==> src/rtl/vga_timing_pkg.sv <==
// Shared raster constants for 640x480@60 and sync-window helpers used by the
// timing generator and by downstream pixel stages.
package vga_timing_pkg;

    localparam int CNT_W = 10;

    localparam int H_VISIBLE_DEF = 640;
    localparam int H_FRONT_DEF   = 16;
    localparam int H_SYNC_DEF    = 96;
    localparam int H_BACK_DEF    = 48;
    localparam int V_VISIBLE_DEF = 480;
    localparam int V_FRONT_DEF   = 10;
    localparam int V_SYNC_DEF    = 2;
    localparam int V_BACK_DEF    = 33;

    localparam int H_TOTAL_DEF = H_VISIBLE_DEF + H_FRONT_DEF + H_SYNC_DEF + H_BACK_DEF;
    localparam int V_TOTAL_DEF = V_VISIBLE_DEF + V_FRONT_DEF + V_SYNC_DEF + V_BACK_DEF;

    // Sync windows are half-open: [START, END)
    localparam int H_SYNC_START_DEF = H_VISIBLE_DEF + H_FRONT_DEF;
    localparam int H_SYNC_END_DEF   = H_SYNC_START_DEF + H_SYNC_DEF;
    localparam int V_SYNC_START_DEF = V_VISIBLE_DEF + V_FRONT_DEF;
    localparam int V_SYNC_END_DEF   = V_SYNC_START_DEF + V_SYNC_DEF;

    function automatic bit in_window(input int pos, input int lo, input int hi);
        return (pos >= lo) && (pos < hi);
    endfunction

endpackage

==> src/rtl/vga_timing_gen_if.sv <==
// Raster timing bundle: the generator drives position/sync/strobes and
// consumes the pixel clock enable.
interface vga_timing_gen_if #(
    parameter int FRAME_W = 8
);
    logic               ce;
    logic               hsync;
    logic               vsync;
    logic [9:0]         x_px;
    logic [9:0]         y_px;
    logic               activevideo;
    logic               line_start;
    logic               frame_start;
    logic [FRAME_W-1:0] frame;

    modport master (
        input  ce,
        output hsync, vsync, x_px, y_px, activevideo, line_start, frame_start, frame
    );

    modport slave (
        output ce,
        input  hsync, vsync, x_px, y_px, activevideo, line_start, frame_start, frame
    );
endinterface

==> src/rtl/vga_axis_counter.sv <==
// One raster axis: wrapping position counter plus decodes of the value the
// counter will hold after this clock, so the parent can register them in step.
module vga_axis_counter
    import vga_timing_pkg::*;
#(
    parameter int TOTAL      = H_TOTAL_DEF,
    parameter int SYNC_START = H_SYNC_START_DEF,
    parameter int SYNC_END   = H_SYNC_END_DEF,
    parameter int VISIBLE    = H_VISIBLE_DEF
) (
    input  logic             clk,
    input  logic             reset,
    input  logic             inc,
    output logic [CNT_W-1:0] count,
    output logic             wrap,
    output logic             sync_next,
    output logic             vis_next
);

    logic [CNT_W-1:0] r_count;
    logic [CNT_W-1:0] w_next;
    logic             w_wrap;

    always_comb begin
        w_wrap = inc && (r_count == CNT_W'(TOTAL - 1));
        w_next = r_count;
        if (w_wrap) begin
            w_next = '0;
        end else if (inc) begin
            w_next = r_count + 1'b1;
        end
    end

    always_ff @(posedge clk or negedge reset) begin
        if (!reset) begin
            r_count <= '0;
        end else begin
            r_count <= w_next;
        end
    end

    assign count     = r_count;
    assign wrap      = w_wrap;
    assign sync_next = in_window(int'(w_next), SYNC_START, SYNC_END);
    assign vis_next  = int'(w_next) < VISIBLE;

endmodule

==> src/rtl/vga_timing_gen.sv <==
// Raster timing generator: full-raster coordinates, registered syncs/strobes
// aligned with the coordinates they describe, and a wrapping frame counter.
module vga_timing_gen
    import vga_timing_pkg::*;
#(
    parameter int H_VISIBLE = H_VISIBLE_DEF,
    parameter int H_FRONT   = H_FRONT_DEF,
    parameter int H_SYNC    = H_SYNC_DEF,
    parameter int H_BACK    = H_BACK_DEF,
    parameter int V_VISIBLE = V_VISIBLE_DEF,
    parameter int V_FRONT   = V_FRONT_DEF,
    parameter int V_SYNC    = V_SYNC_DEF,
    parameter int V_BACK    = V_BACK_DEF,
    parameter bit HSYNC_POL = 1'b0,
    parameter bit VSYNC_POL = 1'b0,
    parameter int FRAME_W   = 8
) (
    input logic              clk,
    input logic              reset,
    vga_timing_gen_if.master vif
);

    localparam int H_TOTAL = H_VISIBLE + H_FRONT + H_SYNC + H_BACK;
    localparam int V_TOTAL = V_VISIBLE + V_FRONT + V_SYNC + V_BACK;

    if (H_TOTAL > 1024 || V_TOTAL > 1024) begin : g_size_check
        $error("vga_timing_gen: raster total exceeds 10-bit coordinate range");
    end

    logic [CNT_W-1:0]   w_x;
    logic [CNT_W-1:0]   w_y;
    logic               w_h_wrap;
    logic               w_v_wrap;
    logic               w_h_sync_next;
    logic               w_v_sync_next;
    logic               w_h_vis_next;
    logic               w_v_vis_next;
    logic               w_v_inc;

    logic               r_hsync;
    logic               r_vsync;
    logic               r_active;
    logic               r_line_start;
    logic               r_frame_start;
    logic [FRAME_W-1:0] r_frame;

    assign w_v_inc = vif.ce & w_h_wrap;

    vga_axis_counter #(
        .TOTAL(H_TOTAL), .SYNC_START(H_VISIBLE + H_FRONT),
        .SYNC_END(H_VISIBLE + H_FRONT + H_SYNC), .VISIBLE(H_VISIBLE)
    ) u_h (
        .clk(clk), .reset(reset), .inc(vif.ce),
        .count(w_x), .wrap(w_h_wrap), .sync_next(w_h_sync_next), .vis_next(w_h_vis_next)
    );

    vga_axis_counter #(
        .TOTAL(V_TOTAL), .SYNC_START(V_VISIBLE + V_FRONT),
        .SYNC_END(V_VISIBLE + V_FRONT + V_SYNC), .VISIBLE(V_VISIBLE)
    ) u_v (
        .clk(clk), .reset(reset), .inc(w_v_inc),
        .count(w_y), .wrap(w_v_wrap), .sync_next(w_v_sync_next), .vis_next(w_v_vis_next)
    );

    // With ce high, the next position is (x=0) exactly on an h wrap and
    // (0,0) exactly on a v wrap; the v wrap is also the moment the
    // first-frame-seen condition becomes true, so frame_start follows it.
    always_ff @(posedge clk or negedge reset) begin
        if (!reset) begin
            r_hsync       <= ~HSYNC_POL;
            r_vsync       <= ~VSYNC_POL;
            r_active      <= 1'b1;
            r_line_start  <= 1'b1;
            r_frame_start <= 1'b0;
            r_frame       <= '0;
        end else if (vif.ce) begin
            r_hsync       <= w_h_sync_next ? HSYNC_POL : ~HSYNC_POL;
            r_vsync       <= w_v_sync_next ? VSYNC_POL : ~VSYNC_POL;
            r_active      <= w_h_vis_next & w_v_vis_next;
            r_line_start  <= w_h_wrap;
            r_frame_start <= w_v_wrap;
            if (w_v_wrap) begin
                r_frame <= r_frame + 1'b1;
            end
        end
    end

    assign vif.x_px        = w_x;
    assign vif.y_px        = w_y;
    assign vif.hsync       = r_hsync;
    assign vif.vsync       = r_vsync;
    assign vif.activevideo = r_active;
    assign vif.line_start  = r_line_start;
    assign vif.frame_start = r_frame_start;
    assign vif.frame       = r_frame;

endmodule
==> src/flat_wrapper.sv <==
// flat-port wrapper written by rule: the top's interface ports become plain ports
module vga_timing_gen_flat import vga_timing_pkg::*;
#(
    parameter int H_VISIBLE = H_VISIBLE_DEF,
    parameter int H_FRONT   = H_FRONT_DEF,
    parameter int H_SYNC    = H_SYNC_DEF,
    parameter int H_BACK    = H_BACK_DEF,
    parameter int V_VISIBLE = V_VISIBLE_DEF,
    parameter int V_FRONT   = V_FRONT_DEF,
    parameter int V_SYNC    = V_SYNC_DEF,
    parameter int V_BACK    = V_BACK_DEF,
    parameter bit HSYNC_POL = 1'b0,
    parameter bit VSYNC_POL = 1'b0,
    parameter int FRAME_W   = 8
)
  (clk, reset, vif_ce, vif_hsync, vif_vsync, vif_x_px, vif_y_px, vif_activevideo, vif_line_start, vif_frame_start, vif_frame);
  vga_timing_gen_if #(.FRAME_W(FRAME_W)) vif_i ();
  input logic clk;
  input logic reset;
  input wire logic [$bits(vif_i.ce)-1:0] vif_ce;
  output wire logic [$bits(vif_i.hsync)-1:0] vif_hsync;
  output wire logic [$bits(vif_i.vsync)-1:0] vif_vsync;
  output wire logic [$bits(vif_i.x_px)-1:0] vif_x_px;
  output wire logic [$bits(vif_i.y_px)-1:0] vif_y_px;
  output wire logic [$bits(vif_i.activevideo)-1:0] vif_activevideo;
  output wire logic [$bits(vif_i.line_start)-1:0] vif_line_start;
  output wire logic [$bits(vif_i.frame_start)-1:0] vif_frame_start;
  output wire logic [$bits(vif_i.frame)-1:0] vif_frame;
  assign vif_i.ce = vif_ce;
  assign vif_hsync = vif_i.hsync;
  assign vif_vsync = vif_i.vsync;
  assign vif_x_px = vif_i.x_px;
  assign vif_y_px = vif_i.y_px;
  assign vif_activevideo = vif_i.activevideo;
  assign vif_line_start = vif_i.line_start;
  assign vif_frame_start = vif_i.frame_start;
  assign vif_frame = vif_i.frame;
  vga_timing_gen #(.H_VISIBLE(H_VISIBLE), .H_FRONT(H_FRONT), .H_SYNC(H_SYNC), .H_BACK(H_BACK), .V_VISIBLE(V_VISIBLE), .V_FRONT(V_FRONT), .V_SYNC(V_SYNC), .V_BACK(V_BACK), .HSYNC_POL(HSYNC_POL), .VSYNC_POL(VSYNC_POL), .FRAME_W(FRAME_W)) u_core (.clk(clk), .reset(reset), .vif(vif_i));
endmodule
==> config.mk <==
export PLATFORM = sky130hd
export DESIGN_NAME = vga_timing_gen_flat
export DESIGN_NICKNAME = d
export VERILOG_FILES = /design/src/rtl/vga_timing_pkg.sv /design/src/rtl/vga_timing_gen_if.sv /design/src/rtl/vga_axis_counter.sv /design/src/rtl/vga_timing_gen.sv /design/src/flat_wrapper.sv
export SDC_FILE = /design/constraint.sdc
export NUM_CORES = 1
export LEC_CHECK = 0
export CAP_MARGIN = 5
export CORE_MARGIN = 1.5
export CORE_UTILIZATION = 24
export CTS_CLUSTER_DIAMETER = 40
export DETAILED_ROUTE_END_ITERATION = 8
export PLACE_DENSITY = 0.48
export SYNTH_ARGS = -nofsm -noshare
export SYNTH_HDL_FRONTEND = slang
export SYNTH_SLANG_ARGS = --single-unit
==> constraint.sdc <==
create_clock -name clk -period 1.85 [get_ports clk]
set_clock_uncertainty 0.05 [all_clocks]
set_input_delay 0.185 -clock clk [delete_from_list [all_inputs] [get_ports clk]]
set_output_delay 0.185 -clock clk [all_outputs]
set_load 0.01 [all_outputs]
==> results of run 1 <==
==> layer usage <==
layer	vias up	global-route usage, %	wire length, um
li1	768	-	-
met1	715	16.72	2218
met5	-	0	0
met2	37	20.66	2170
met3	12	3.358	177
met4	0	5.540	122
==> cell families after synthesis <==
group	after synthesis	share of synthesized area, %
adders and majority gates	4	2.843
xor gates and xnor gates	19	9.453
DFF	33	47.19
AOI/OAI and AO/OA	24	9.667
muxes	4	2.629
buffers and inverters	14	4.974
and+or+nand+nor	67	23.24
==> power by group <==
group / internal [mW] / switching (mW) / total (mW) / leakage, nW
sequential: 0.808 / 0.0679 / 0.876 / 0.416
combinational: 0.469 / 0.342 / 0.811 / 0.785
clock: 0.260 / 0.285 / 0.545 / 0.0439
total: 1.54 / 0.695 / 2.23 / 1.24
==> area by class of cell <==
class	instances	area, um^2
fill	682	4373
multi-input combinational	118	954.7
sequential	33	840.8
timing repair buffer	86	767.0
tap	99	123.9
clock buffer	5	68.82
inverter	8	30.03
clock inverter	3	17.52
==> stage by stage <==
| step | cells | utilization [%] | setup TNS (ns) | setup slack (ns) | area (um^2) |
|---|---|---|---|---|---|
| floorplan | 165 | - | -0.7391 | -0.1301 | 1777 |
| global placement | 340 | 35.48 | -1.842 | -0.3046 | 2546 |
| detailed placement | 340 | 35.48 | -2.489 | -0.3665 | 2546 |
| CTS | 350 | 38.06 | -1.559 | -0.2353 | 2731 |
| global route | 352 | 39.06 | -2.494 | -0.3044 | 2803 |
| finish | 352 | 39.06 | -1.549 | -0.2266 | 2803 |
==> final timing paths <==
check,startpoint,cells past startpoint,slack (ns),end
worst max-delay path,u_core.u_v.count[5],7,-0.23,u_core.vif.frame[6]
worst min-delay path,reset,2,0.26,u_core.vif.frame[0]
worst max register to register,u_core.u_v.count[5],7,-0.23,u_core.vif.frame[6]
worst min register to register,u_core.vif.frame[7],1,0.42,u_core.vif.frame[7]
max in group asynchronous,reset,2,1.15,u_core.u_h.count[3]
min in group clk,vif_ce,4,0.27,u_core.vif.hsync
==> flip-flops by register name (all words and copies together), names as in the netlist <==
signal,cells
u_core.vif.vsync,1
u_core.vif.frame_start,1
u_core.vif.line_start,1
u_core.vif.activevideo,1
u_core.vif.frame,8
u_core.vif.hsync,1
u_core.u_h.count,10
u_core.u_v.count,10
==> worst reg2reg max path, stage by stage (launching register included) <==
cell and delay [ns]:
dfrtp_2 0.40, or3_1 0.38, or4_4 0.52, nor2_4 0.12
buf_4 0.17, nand4_4 0.12, nor2_2 0.11, xor2_1 0.14
==> cell usage after synthesis (2+ instances only) <==
cell type	instances
nor2_1	9
buf_6	3
dfstp_2	4
and4_1	3
xnor2_1	10
nand2_1	14
nor3_1	3
a21oi_1	3
inv_1	8
or3_1	7
mux2i_1	2
dfrtp_1	29
o21ai_0	8
and4_2	2
o31ai_1	2
ha_1	4
xor2_1	9
nand3_1	8
nand4_1	6
and3_1	3
==> timing repair <==
action,4_1_cts,5_1_grt
hold endpoints to repair,0,0
pin swaps,10,16
endpoints found under the setup margin,11,14
buffers inserted,2,2
resized for setup,16,13
==> out/metrics.csv, run 1 <==
metric;value;unit
status;finished with violations;
failed_checks;negative setup slack;
cp_slowest_stage_delay;0.52;ns
cp.arrival;2.24;ns
netlist_area;1760;um^2
yosysTopAreaCell;dfrtp_1;
overflow;0;
grt_pass1_vias;1585;
grt_antenna_before_repair;0;
syn_nets;172;
rsz0062_at_grt;true;
grt_max_degree;34;
crit_buf_inv;1;
max_freq;481.6;MHz
synthArstFlopShare;100.0;%
totalWireLength;4.688;mm
syn_inst;165;
crit_type;flop to flop;
core_area;7176;um^2
die-area;7858;um^2
cts_buffers;5;
grt_util_all_layers;13.01;%
p_leak;1.245;nW
cts.sinks;33;
crit_chain;or3_1, or4_4, nor2_4, buf_4, nand4_4, nor2_2, xor2_1;
hold_buffers;0;
finalHoldViolations;0;
start_util;24.53;%
critPathTopFamily;simple AND/OR/NAND/NOR gates;
min_period;2.077;ns
synth_edf_count;0;
place.port_buffers;35;
routed_via_density;4.352;
p_total;2.232;mW
post-route-period-util;112.2;%
tightest_slew;0.4592;ns
cts-root-buf;clkbuf_8;
hpwl;3.458;mm
ys_seq_area_share;47.19;%
routedWlPerCell;13.32;um
end_kind;flop;
clk_pin_slew;0.07;ns
clk_latency;0.29;ns
pin_count;36;
die_h;88.65;um
yosys-top-cells-area;dfrtp_1 41%, dfstp_2 6.0%, xnor2_1 5.0%, xor2_1 4.5%, nand2_1 3.0%;
drive_gt1_share;41.90;%
grt_pass1_wl;7.652;mm
finalSetupViolCount;11;
p_per_area;796.3;nW/um^2
dieWidth;88.65;um
cts-htree-levels;2;
drc;0;
layout_commonest_cell;buf_4;
cts_tree;done;
yosysWarnings;0;
num_rows;31;
holdWs;0.2623;ns
ant_nets;0;
syn_to_final_growth;59.20;%
final_cell_mix;45 x buf_4, 34 x clkdlybuf4s50_1, 21 x dfrtp_1, 14 x nand2_1;
setup_ws;-0.2266;ns
vias;1532;
avgSynthCellArea;10.67;um^2
ys_ff_latch;33;
hold_class;primary input to async pin;
path_max_fanout;6;
maxSlewHeadroom;69.12;%
synth_ff_type;dfrtp_1;
first_pass_iters;4;
synthDistinctLibCells;48;
report.final.slew_viol_count;0;
finalNetCount;259;
clock_path_buffers;2;
synth_top_area_share;41.22;%
antennaDiodeCount;0;
crit_path_top_delay_cell;or4_4;
cp.required;2.02;ns
irDropWorstVdd;661.8;uV
dr.first_iter.drc_count;66;
gp_congestion;0.8487;
cp-start-kind;flop;
cap_violations;0;
(Power assumes the default switching activity.)
==> inputs of run 2 (changes only) <==
--- a/config.mk
+++ b/config.mk
@@ -7,10 +7,11 @@
 export LEC_CHECK = 0
 export CAP_MARGIN = 5
 export CORE_MARGIN = 1.5
-export CORE_UTILIZATION = 24
+export CORE_UTILIZATION = 45
+export CTS_BUF_LIST = sky130_fd_sc_hd__clkbuf_8
 export CTS_CLUSTER_DIAMETER = 40
 export DETAILED_ROUTE_END_ITERATION = 8
-export PLACE_DENSITY = 0.48
+export PLACE_DENSITY = 0.77
 export SYNTH_ARGS = -nofsm -noshare
 export SYNTH_HDL_FRONTEND = slang
 export SYNTH_SLANG_ARGS = --single-unit
==> out/metrics.csv, run 2 (same netlist as run 1, synthesis figures left out) <==
metric;value;unit
die-area;4296;um^2
grt_pass1_wl;8.024;mm
switchingPower;737.7;uW
finalHoldViolations;0;
clk_pin_slew;0.07;ns
grt_max_degree;34;
power.internal;1.526;mW
cts_buffers;5;
routedWlPerCell;16.27;um
power_frac_comb;37.5;%
grt.met2_usage;43.75;%
grt_pass1_vias;1701;
overflow;0;
p_seq_share;38.7;%
start_util;47.37;%
report.final.slew_viol_count;0;
cap_violations;0;
tightest_slew;0.4212;ns
grtUsageMet1;29.82;%
setup_ws;-0.2193;ns
placed_area;2467;um^2
failed_checks;negative setup slack;
cp.arrival;2.19;ns
cts.sinks;33;
path_max_fanout;3;
tns;-1.333;ns
pin_count;36;
final_cells;306;
regArea;840.8;um^2
grt_antenna_before_repair;0;
hpwl;3.225;mm
gp_congestion;0.9537;
r2r_cells;9;
n_fill_cell;241;
end_kind;flop;
post-route-period-util;111.9;%
cts_tree;done;
rr_startpoint;u_core.u_v.count[0];
min_period;2.069;ns
final_cell_mix;49 x buf_4, 35 x clkdlybuf4s50_1, 21 x dfrtp_1, 12 x nand2_1;
clkPwrFrac;23.8;%
finalSetupViolCount;12;
maxSlewHeadroom;71.92;%
routed_via_density;5.337;
cts-htree-levels;2;
dr.first_iter.drc_count;99;
r2r_end;u_core.vif.frame[5];
drive_gt1_share;44.57;%
finalNetCount;264;
cp.required;1.97;ns
grt_util_all_layers;24.47;%
first_pass_iters;4;
syn_to_final_growth;61.69;%
core_area;3716;um^2
max_freq;483.3;MHz
clock_path_buffers;2;
post-route-util;76.60;%
grt_use_met3;5.479;%
rrSetupSlack;-0.22;ns
ant_nets;0;
place.port_buffers;35;
top_usage_layer;met2;
p_leak;1.321;nW
irDropWorstVdd;867.3;uV
post-place-cells;287;
num_rows;22;
layout_commonest_cell;buf_4;
hold_class;primary input to async pin;
p_per_area;795.2;nW/um^2
drc;0;
status;finished with violations;
clk_latency;0.29;ns
multiInputGateArea;1032;um^2
cp-start-kind;flop;
antennaDiodeCount;0;
crit_type;flop to flop;
rsz0062_at_grt;true;
totalWireLength;4.980;mm
cts-root-buf;clkbuf_8;
die_h;65.55;um
dieWidth;65.55;um
finalInstanceArea;2846;um^2
post-place-ws;-0.3971;ns
vias;1633;
swShare;32.59;%
-- run 2: layer usage --
layer,vias to the layer above,share of wire [%],wire [um]
li1,768,-,-
met1,807,41,2033
met2,51,54,2695
met3,7,4.1,205
met4,0,0.92,46
met5,-,0,0
-- run 2: worst max-delay path: stages, from the launching register on --
cell and delay (ns):
dfrtp_2 0.42, inv_2 0.08, ha_4 0.12, nand4_1 0.10
or4_4 0.53, nor2_4 0.14, and4_4 0.23, buf_4 0.11
nand2_4 0.05, xnor2_2 0.13
-- run 2: worst max-delay path by stage --
stage                             start                   to  slack (ns)  depth (start not counted)
detailed placement               vif_ce     u_core.vif.hsync       -0.40                          8
CTS                 u_core.u_v.count[0]  u_core.vif.frame[7]       -0.18                          8
floorplan           u_core.u_v.count[5]  u_core.vif.frame[7]       -0.13                          6
global placement                 vif_ce     u_core.vif.hsync       -0.22                          7
finish              u_core.u_v.count[0]  u_core.vif.frame[5]       -0.22                          9
global route        u_core.u_v.count[0]  u_core.vif.frame[6]       -0.30                          9
-- run 2: through the flow --
stage                     hold slack [ns]  power, mW
after detailed placement           0.4335      1.536
after global routing               0.2782      2.388
after floorplan                   -0.1606      1.144
final                              0.2567      2.263
after global placement             0.4129      1.519
after CTS                          0.2729      2.202
-- run 2: power by group through the flow --
stage | Sequential [mW] | Clock, mW | Combinational [mW]
floorplan | 0.957 | 0 | 0.187
global placement | 0.874 | 0 | 0.646
detailed placement | 0.877 | 0 | 0.660
CTS | 0.874 | 0.551 | 0.777
global route | 0.884 | 0.591 | 0.912
finish | 0.877 | 0.539 | 0.848
-- run 2: repair_timing --
action / 4_1_cts / 5_1_grt
pin swaps: 17 / 9
setup buffers: 7 / 4
setup endpoints to repair: 12 / 16
hold buffers: 0 / 0
cloned: 0 / 0
gates resized for setup: 28 / 17
-- run 2: final cells by class --
class / count / area share (%)
Clock inverter: 3 / 0.6154
Sequential cell: 33 / 29.54
Tap cell: 48 / 2.110
Clock buffer: 5 / 2.418
Timing Repair Buffer: 91 / 28.00
Multi-Input combinational cell: 118 / 36.26
Inverter: 8 / 1.055
==> inputs of run 3 (changes only) <==
==> constraint.sdc (replaced) <==
create_clock -name clk -period 1.85 [get_ports clk]
set_clock_uncertainty 0.05 [all_clocks]
set_input_delay 0.185 -clock clk [delete_from_list [all_inputs] [get_ports clk]]
set_output_delay 0.185 -clock clk [all_outputs]
set_load 0.05 [all_outputs]
==> out/metrics.csv, run 3 (same netlist as run 1, synthesis figures left out) <==
metric;value;unit
dieWidth;65.55;um
first_pass_iters;4;
vias;1624;
pin_count;36;
antennaDiodeCount;0;
routed_via_density;5.307;
n_fill_cell;262;
tightest_slew;0.5282;ns
cp-start-kind;flop;
place.port_buffers;35;
grt_pass1_wl;7.645;mm
hold_class;primary input to async pin;
min_period;2.090;ns
finalNetCount;264;
grt_util_all_layers;23.70;%
clk_pin_slew;0.07;ns
multiInputGateArea;1007;um^2
regArea;852.1;um^2
final_cell_mix;69 x buf_4, 17 x dfrtp_2, 13 x clkdlybuf4s50_1, 12 x dfrtp_1, 11 x nand2_1;
p_leak;1.333;nW
grt_antenna_before_repair;0;
post-route-util;74.85;%
rsz0062_at_grt;true;
dr.first_iter.drc_count;78;
gp_congestion;1.027;
post-route-period-util;113.0;%
end_kind;flop;
cts_buffers;5;
finalSetupViolCount;15;
cts-htree-levels;2;
totalWireLength;4.798;mm
setup_ws;-0.2405;ns
cts_tree;done;
drive_gt1_share;55.43;%
crit_type;flop to flop;
cp.required;1.98;ns
cts-root-buf;clkbuf_8;
finalHoldViolations;0;
grt_max_degree;34;
irDropWorstVdd;1080;uV
ant_nets;0;
post-place-ws;-0.2392;ns
maxSlewHeadroom;64.68;%
p_total;2.309;mW
die-area;4296;um^2
cap_violations;0;
clk_latency;0.29;ns
overflow;0;
drc;0;
cts.sinks;33;
die_h;65.55;um
syn_to_final_growth;58.00;%
p_per_area;830.2;nW/um^2
report.final.slew_viol_count;0;
hpwl;3.404;mm
max_freq;478.4;MHz
num_rows;22;
grt_pass1_vias;1626;
status;finished with violations;
cp.arrival;2.22;ns
failed_checks;negative setup slack;
routedWlPerCell;15.68;um
core_area;3716;um^2
layout_commonest_cell;buf_4;
clock_path_buffers;2;
path_max_fanout;4;
start_util;47.37;%
==> run 3: cell types whose count changed in the layout (fill, tap and decap cells not counted), moves of 2 or more <==
cell / before / now
and4_4: 1 / 4
nor3_2: 2 / 0
dlymetal6s2s_1: 0 / 2
clkdlybuf4s50_1: 35 / 13
nor3_1: 0 / 3
nand2_4: 2 / 0
nand2_2: 0 / 3
buf_4: 49 / 69
dfrtp_1: 21 / 12
dfrtp_2: 8 / 17
and4_1: 3 / 0
==> run 3: metrics by stage <==
stage / TNS [ns] / hold WS, ns / instance area [um^2] / instances
6_report: -2.258 / 0.2388 / 2781 / 306
5_1_grt: -3.495 / 0.2890 / 2781 / 306
4_1_cts: -1.025 / 0.2595 / 2601 / 298
3_5_place_dp: -1.394 / 0.4238 / 2455 / 287
3_3_place_gp: -1.108 / 0.4126 / 2455 / 287
2_1_floorplan: -2.124 / -0.1606 / 1812 / 165
==> run 3: timing repair <==
action / in CTS / in global routing
buffers inserted: 3 / 8
hold buffers: 0 / 0
pin swaps: 6 / 9
endpoints found under the setup margin: 11 / 16
resized for setup: 10 / 29
==> run 3: path summary, 6_finish.rpt <==
check / startpoint / end / slack, ns / cells past startpoint
worst max-delay path: u_core.u_v.count[1] / u_core.vif.frame[1] / -0.24 / 8
worst max register to register: u_core.u_v.count[1] / u_core.vif.frame[1] / -0.24 / 8
worst min-delay path: reset / u_core.vif.frame[0] / 0.24 / 2
min in group clk: u_core.vif.frame[7] / u_core.vif.frame[7] / 0.43 / 1
max in group asynchronous: reset / u_core.vif.line_start / 1.17 / 2
worst min register to register: u_core.vif.frame[7] / u_core.vif.frame[7] / 0.43 / 1
==> run 3: critical path: stages, from the launching register on <==
cell,delay (ns)
dfrtp_2,0.42
inv_2,0.07
ha_4,0.12
nand4_1,0.11
or4_4,0.53
nor2_4,0.15
buf_4,0.13
buf_6,0.11
mux2_4,0.29
==> run 3: final cells by class <==
class                      instances  area share [%]
clock buffer                       5           2.474
clock inverter                     3          0.4948
inverter                           8           1.080
multi-input combinational        118           36.21
sequential                        33           30.63
tap                               48           2.159
timing repair buffer              91           26.95
==> run 3: metal layers <==
| layer | vias up | share of wire (%) | global-route usage (%) | routed length, um |
|---|---|---|---|---|
| li1 | 768 | - | - | - |
| met1 | 797 | 42 | 30.68 | 2028 |
| met2 | 48 | 52 | 39.16 | 2471 |
| met3 | 11 | 4.3 | 4.795 | 206 |
| met4 | 0 | 1.9 | 8.854 | 91 |
| met5 | - | 0 | 0 | 0 |
==> run 3: power breakdown <==
part           internal, mW  switching (mW)  total [mW]
Combinational         0.346           0.516       0.862
Clock                 0.255           0.273       0.528
Sequential            0.813           0.106       0.919
Total                  1.41           0.895        2.31
